**src/rtl/led_target_sequencer.sv**
```systemverilog
// LED target sequencer: turns random indices into timed targets
// and reports hit / wrong / miss pulses to the scoring logic.
module led_target_sequencer #(
  parameter int NUM_LEDS   = 18,
  parameter int IDX_W      = 5,
  parameter int GAP_CYCLES = 25_000_000,
  parameter int ON_CYCLES  = 50_000_000,
  parameter int MAX_RETRY  = 3
) (
  input  logic                clk,
  input  logic                rst_n,
  input  logic                enable,
  input  logic [IDX_W-1:0]    random_value,
  input  logic [NUM_LEDS-1:0] hit_in,
  output logic [NUM_LEDS-1:0] leds,
  output logic [IDX_W-1:0]    target_idx,
  output logic                hit_pulse,
  output logic                wrong_pulse,
  output logic                miss_pulse,
  output logic                busy
);

  localparam int PW = IDX_W + 1;
  localparam int GW = $clog2(GAP_CYCLES) + 1;
  localparam int OW = $clog2(ON_CYCLES) + 1;
  localparam int RW = $clog2(MAX_RETRY) + 1;

  localparam logic [GW-1:0] GAP_LOAD = GW'(GAP_CYCLES - 1);
  localparam logic [OW-1:0] ON_LOAD  = OW'(ON_CYCLES - 1);
  localparam logic [RW-1:0] RETRY_MX = RW'(MAX_RETRY);
  localparam logic [PW-1:0] NUM_P    = PW'(NUM_LEDS);
  localparam logic [NUM_LEDS-1:0] ONE = NUM_LEDS'(1);

  typedef enum logic [1:0] {
    IDLE,
    GAP,
    PICK,
    SHOW
  } state_t;

  state_t state, state_n;

  logic [GW-1:0]       gap_cnt, gap_n;
  logic [OW-1:0]       on_cnt, on_n;
  logic [RW-1:0]       retry, retry_n;
  logic [PW-1:0]       prev_idx, prev_n;
  logic [PW-1:0]       fb, rv_ext;
  logic [IDX_W-1:0]    tgt_n;
  logic [NUM_LEDS-1:0] hit_q, rise, tgt_mask, leds_n;
  logic                hit_n, wrong_n, miss_n, busy_n;
  logic                done;

  assign rise     = hit_in & ~hit_q;
  assign tgt_mask = ONE << target_idx;
  assign rv_ext   = {1'b0, random_value};

  // prev_idx may hold NUM_LEDS ("none"), so wrap by subtraction
  always_comb begin
    fb = prev_idx + PW'(1);
    if (fb >= NUM_P) fb = fb - NUM_P;
  end

  always_comb begin
    state_n = state;
    gap_n   = gap_cnt;
    on_n    = on_cnt;
    retry_n = retry;
    prev_n  = prev_idx;
    tgt_n   = target_idx;
    leds_n  = '0;
    hit_n   = 1'b0;
    wrong_n = 1'b0;
    miss_n  = 1'b0;
    done    = 1'b0;
    if (!enable) begin
      state_n = IDLE;
    end else begin
      unique case (state)
        IDLE: begin
          gap_n   = GAP_LOAD;
          state_n = GAP;
        end
        GAP: begin
          if (gap_cnt == '0) begin
            retry_n = '0;
            state_n = PICK;
          end else begin
            gap_n = gap_cnt - GW'(1);
          end
        end
        PICK: begin
          if (retry == RETRY_MX) begin
            tgt_n = fb[IDX_W-1:0];
            done  = 1'b1;
          end else if (rv_ext < NUM_P && rv_ext != prev_idx) begin
            tgt_n = random_value;
            done  = 1'b1;
          end else begin
            retry_n = retry + RW'(1);
          end
          if (done) begin
            on_n    = ON_LOAD;
            leds_n  = ONE << tgt_n;
            state_n = SHOW;
          end
        end
        SHOW: begin
          leds_n = tgt_mask;
          if (|(rise & tgt_mask)) begin
            hit_n = 1'b1;
            done  = 1'b1;
          end else if (|(rise & ~tgt_mask)) begin
            wrong_n = 1'b1;
            done    = 1'b1;
          end else if (on_cnt == '0) begin
            miss_n = 1'b1;
            done   = 1'b1;
          end else begin
            on_n = on_cnt - OW'(1);
          end
          if (done) begin
            prev_n  = {1'b0, target_idx};
            gap_n   = GAP_LOAD;
            leds_n  = '0;
            state_n = GAP;
          end
        end
      endcase
    end
    busy_n = (state_n != IDLE);
  end

  always_ff @(posedge clk or negedge rst_n) begin
    if (!rst_n) begin
      state       <= IDLE;
      gap_cnt     <= '0;
      on_cnt      <= '0;
      retry       <= '0;
      prev_idx    <= NUM_P;
      target_idx  <= '0;
      hit_q       <= '0;
      leds        <= '0;
      hit_pulse   <= 1'b0;
      wrong_pulse <= 1'b0;
      miss_pulse  <= 1'b0;
      busy        <= 1'b0;
    end else begin
      state       <= state_n;
      gap_cnt     <= gap_n;
      on_cnt      <= on_n;
      retry       <= retry_n;
      prev_idx    <= prev_n;
      target_idx  <= tgt_n;
      hit_q       <= hit_in;
      leds        <= leds_n;
      hit_pulse   <= hit_n;
      wrong_pulse <= wrong_n;
      miss_pulse  <= miss_n;
      busy        <= busy_n;
    end
  end

endmodule

```
**config.mk**
```make
export PLATFORM = sky130hd
export DESIGN_NAME = led_target_sequencer
export DESIGN_NICKNAME = d
export VERILOG_FILES = /design/src/rtl/led_target_sequencer.sv
export SDC_FILE = /design/constraint.sdc
export NUM_CORES = 1
export LEC_CHECK = 0
export ABC_CLOCK_PERIOD_IN_PS = 8200
export CAP_MARGIN = 10
export CORE_AREA = 2 2 142 144
export CTS_BUF_LIST = sky130_fd_sc_hd__clkbuf_4 sky130_fd_sc_hd__clkbuf_8
export DETAILED_ROUTE_END_ITERATION = 10
export DIE_AREA = 0 0 144 146
export GPL_TIMING_DRIVEN = 0
export PLACE_DENSITY = 0.54
export SKIP_CTS_REPAIR_TIMING = 1
export SLEW_MARGIN = 20
export SYNTH_ARGS = -nofsm -noshare
export SYNTH_HDL_FRONTEND = slang
export SYNTH_SLANG_ARGS = --single-unit
export TNS_END_PERCENT = 100
```
**constraint.sdc**
```tcl
create_clock -name clk -period 8.2 [get_ports clk]
set_clock_uncertainty 0.05 [all_clocks]
set_input_delay 1.64 -clock clk [delete_from_list [all_inputs] [get_ports clk]]
set_output_delay 1.64 -clock clk [all_outputs]
set_load 0.01 [all_outputs]
```
==> out/results.ini <==
[run_status]
status = finished, final reports clean

[worst_setup_path]
crit_path_max_fanout = 10
rr_startpoint = prev_idx[1]
arrival_ps = 4610
worst_r2r_path_depth = 10
cp.required_ps = 8440
reg2reg_to = leds[8]
startpoint_type = input port
r2r_slack_ps = 4520
cp-end-kind = register
criticalPathCategory = input port to register

[sta]
relSlewSlack_pct = 34.1
hold_viol = 0
fin_crit_ps = 4370
timing.fmax_mhz = 229
holdWs_ps = 427
rsz0062_at_grt = false
setup-tns-final_ps = 0
final_max_slew_viol_count = 0
post-route-period-util_pct = 53.3
worst_pin_slew_ps = 979
setup_viol = 0

[route]
ant_nets = 0
drt_iter0_drc = 460
num_vias = 5227
first_pass_iters = 5
wl_per_cell_microns = 16.4
drc_errors = 0
wl_microns = 16100
vias_per_cell = 5.33

[power_and_ir_drop]
ir_drop_mv = 0.0656
powerDensity_nw_per_um2 = 156
power_mw = 1.10
switching_power_mw = 0.310
clock_power_share_pct = 33.8
power_leakage_nw = 2.84
swShare_pct = 28.1
pwr-share-comb_pct = 13.3
p_int_mw = 0.792
seq_power_share_pct = 52.9

[synth]
syn-num-nets = 679
synthesis.area_sq_um = 5980
synth_cell_types = 72
syn_inst = 646
synth-main-ff-cell = dfrtp_1
async_flop_share_pct = 100
ys_seq_area_share_pct = 45.2
ys_ff_latch = 108
synth-edff-count = 0
synth_area_per_cell_sq_um = 9.25
yosysWarnings = 0

[clocking]
clock-sinks = 108
root_buffer = clkbuf_8
clk_latency_ps = 400
cts_buffers = 9
cts_tree = done
clockBufferDepth = 2
clkTransAtPathRegs_ps = 110
htree_levels = 3

[global_routing]
grt_pass1_vias = 5244
grt_max_degree = 57
grt_first_pass_wirelength_microns = 26600
grt_overflow = 0
grt.total_usage_pct = 15.8
antenna_found_initial = 0

[min_path]
hold_path.class = register to register
hold_depth = 1
hp-start = gap_cnt[18]
hold_path_end = gap_cnt[18]

[final_layout]
drive_above_1_share_pct = 7.69
utilization_pct = 36.6
layout_common_cells = 106 x dfrtp_1, 66 x nand2_1, 51 x clkdlybuf4s50_1
diodes = 0
area_growth_pct = 18.4
layout.nets = 743
final_common_cell = dfrtp_1

[floorplanning]
design.core.area_sq_um = 19300
start_util_pct = 30.9
die_w_microns = 144
fp.dieH_microns = 146
design.portCount = 53
placementRows = 51
dieArea_sq_um = 21000

[place]
dp_hpwl_microns = 11700
finalWeightedCongestion = 0.854
port_buffers = 52

[run]
cap_violations = 0

## worst max path at each step
stage                     slack [ps]  cells past startpoint  startpoint           to
after detailed placement        3410                      9      enable   on_cnt[13]
after global placement          1130                      1       rst_n  gap_cnt[14]
final                           3830                      9      enable   on_cnt[13]
after CTS                       3830                      9      enable   on_cnt[13]
after global routing            3600                      9      enable   on_cnt[25]
after floorplan                 4520                      9   hit_in[3]  prev_idx[0]
## critical path, cell delays in order
cell and delay (ps):
clkdlybuf4s50_1 660, nand3b_1 360, o21bai_1 290, a21oi_1 530
a21oi_4 140, nor2b_1 350, o21ai_2 140, o21a_1 180
or3_1 310
## flip-flops by register name (all words and copies together), names as in the netlist
signal	cells
busy	1
state	2
retry	3
hit_pulse	1
miss_pulse	1
on_cnt	27
target_idx	5
gap_cnt	26
prev_idx	5
wrong_pulse	1
hit_q	18
leds	18
## per-stage QoR
step	setup WS [ps]	cell area [sq um]	cells
2_1_floorplan	4520	5980	646
3_3_place_gp	1130	6830	963
3_5_place_dp	3410	6860	964
4_1_cts	3830	7080	980
5_1_grt	3600	7080	980
6_report	3830	7080	980
## kinds of logic after synthesis
group,count (synthesis),synth area share (%)
simple gates,275,25.2
compound gates,170,18.1
flops,108,45.2
buf+inv,47,3.41
mux,21,3.93
xor+xnor,18,2.64
fa+ha+maj,7,1.46
## cell usage after synthesis, drive strengths merged, types with 3 or more instances
library cell | count | area [sq um]
dfrtp | 106 | 2650
nand2 | 66 | 248
o21ai | 48 | 248
nor2 | 46 | 173
a21oi | 38 | 201
nand2b | 25 | 156
nor3 | 25 | 136
o22ai | 20 | 125
inv | 19 | 71.3
clkbuf | 18 | 67.6
nand3 | 17 | 85.1
or3 | 16 | 100
nor2b | 13 | 81.3
a31oi | 11 | 68.8
nor4 | 11 | 75.1
buf | 10 | 65.1
mux2 | 10 | 113
mux2i | 10 | 100
xor2 | 10 | 87.6
o31ai | 9 | 67.6
and2 | 8 | 50.1
xnor2 | 8 | 70.1
ha | 7 | 87.6
nand3b | 7 | 65.1
o211ai | 7 | 52.6
or4 | 7 | 52.6
nor3b | 6 | 45.0
nor4bb | 5 | 50.1
o2111ai | 5 | 43.8
a22o | 4 | 35.0
and3 | 4 | 25.0
or3b | 4 | 35.0
a211o | 3 | 26.3
nand4b | 3 | 32.5
o21a | 3 | 22.5
or2 | 3 | 18.8
## power groups by stage
stage               logic [mW]  registers [mW]  clock network (mW)
floorplan               0.0893           0.586                   0
global placement         0.142           0.591                   0
detailed placement       0.147           0.592                   0
CTS                      0.147           0.582               0.384
global route             0.165           0.587               0.407
finish                   0.147           0.582               0.372
## area by class of cell
| type | instances | area, sq um |
|---|---|---|
| inverter | 19 | 71.3 |
| buffer | 28 | 133 |
| fill | 1938 | 12300 |
| clock inverter | 7 | 97.6 |
| timing repair buffer | 53 | 549 |
| multi-input combinational | 491 | 3070 |
| clock buffer | 9 | 124 |
| sequential | 108 | 2710 |
| tap | 265 | 332 |
## layer usage
metal	vias to the layer above	GRT usage [%]	share of wire, %
li1	2494	-	-
met1	2542	20.9	45
met2	165	25.6	47
met3	26	3.19	5.7
met4	0	5.54	1.8
met5	-	0	0
Power figures use the tool's default switching activity.
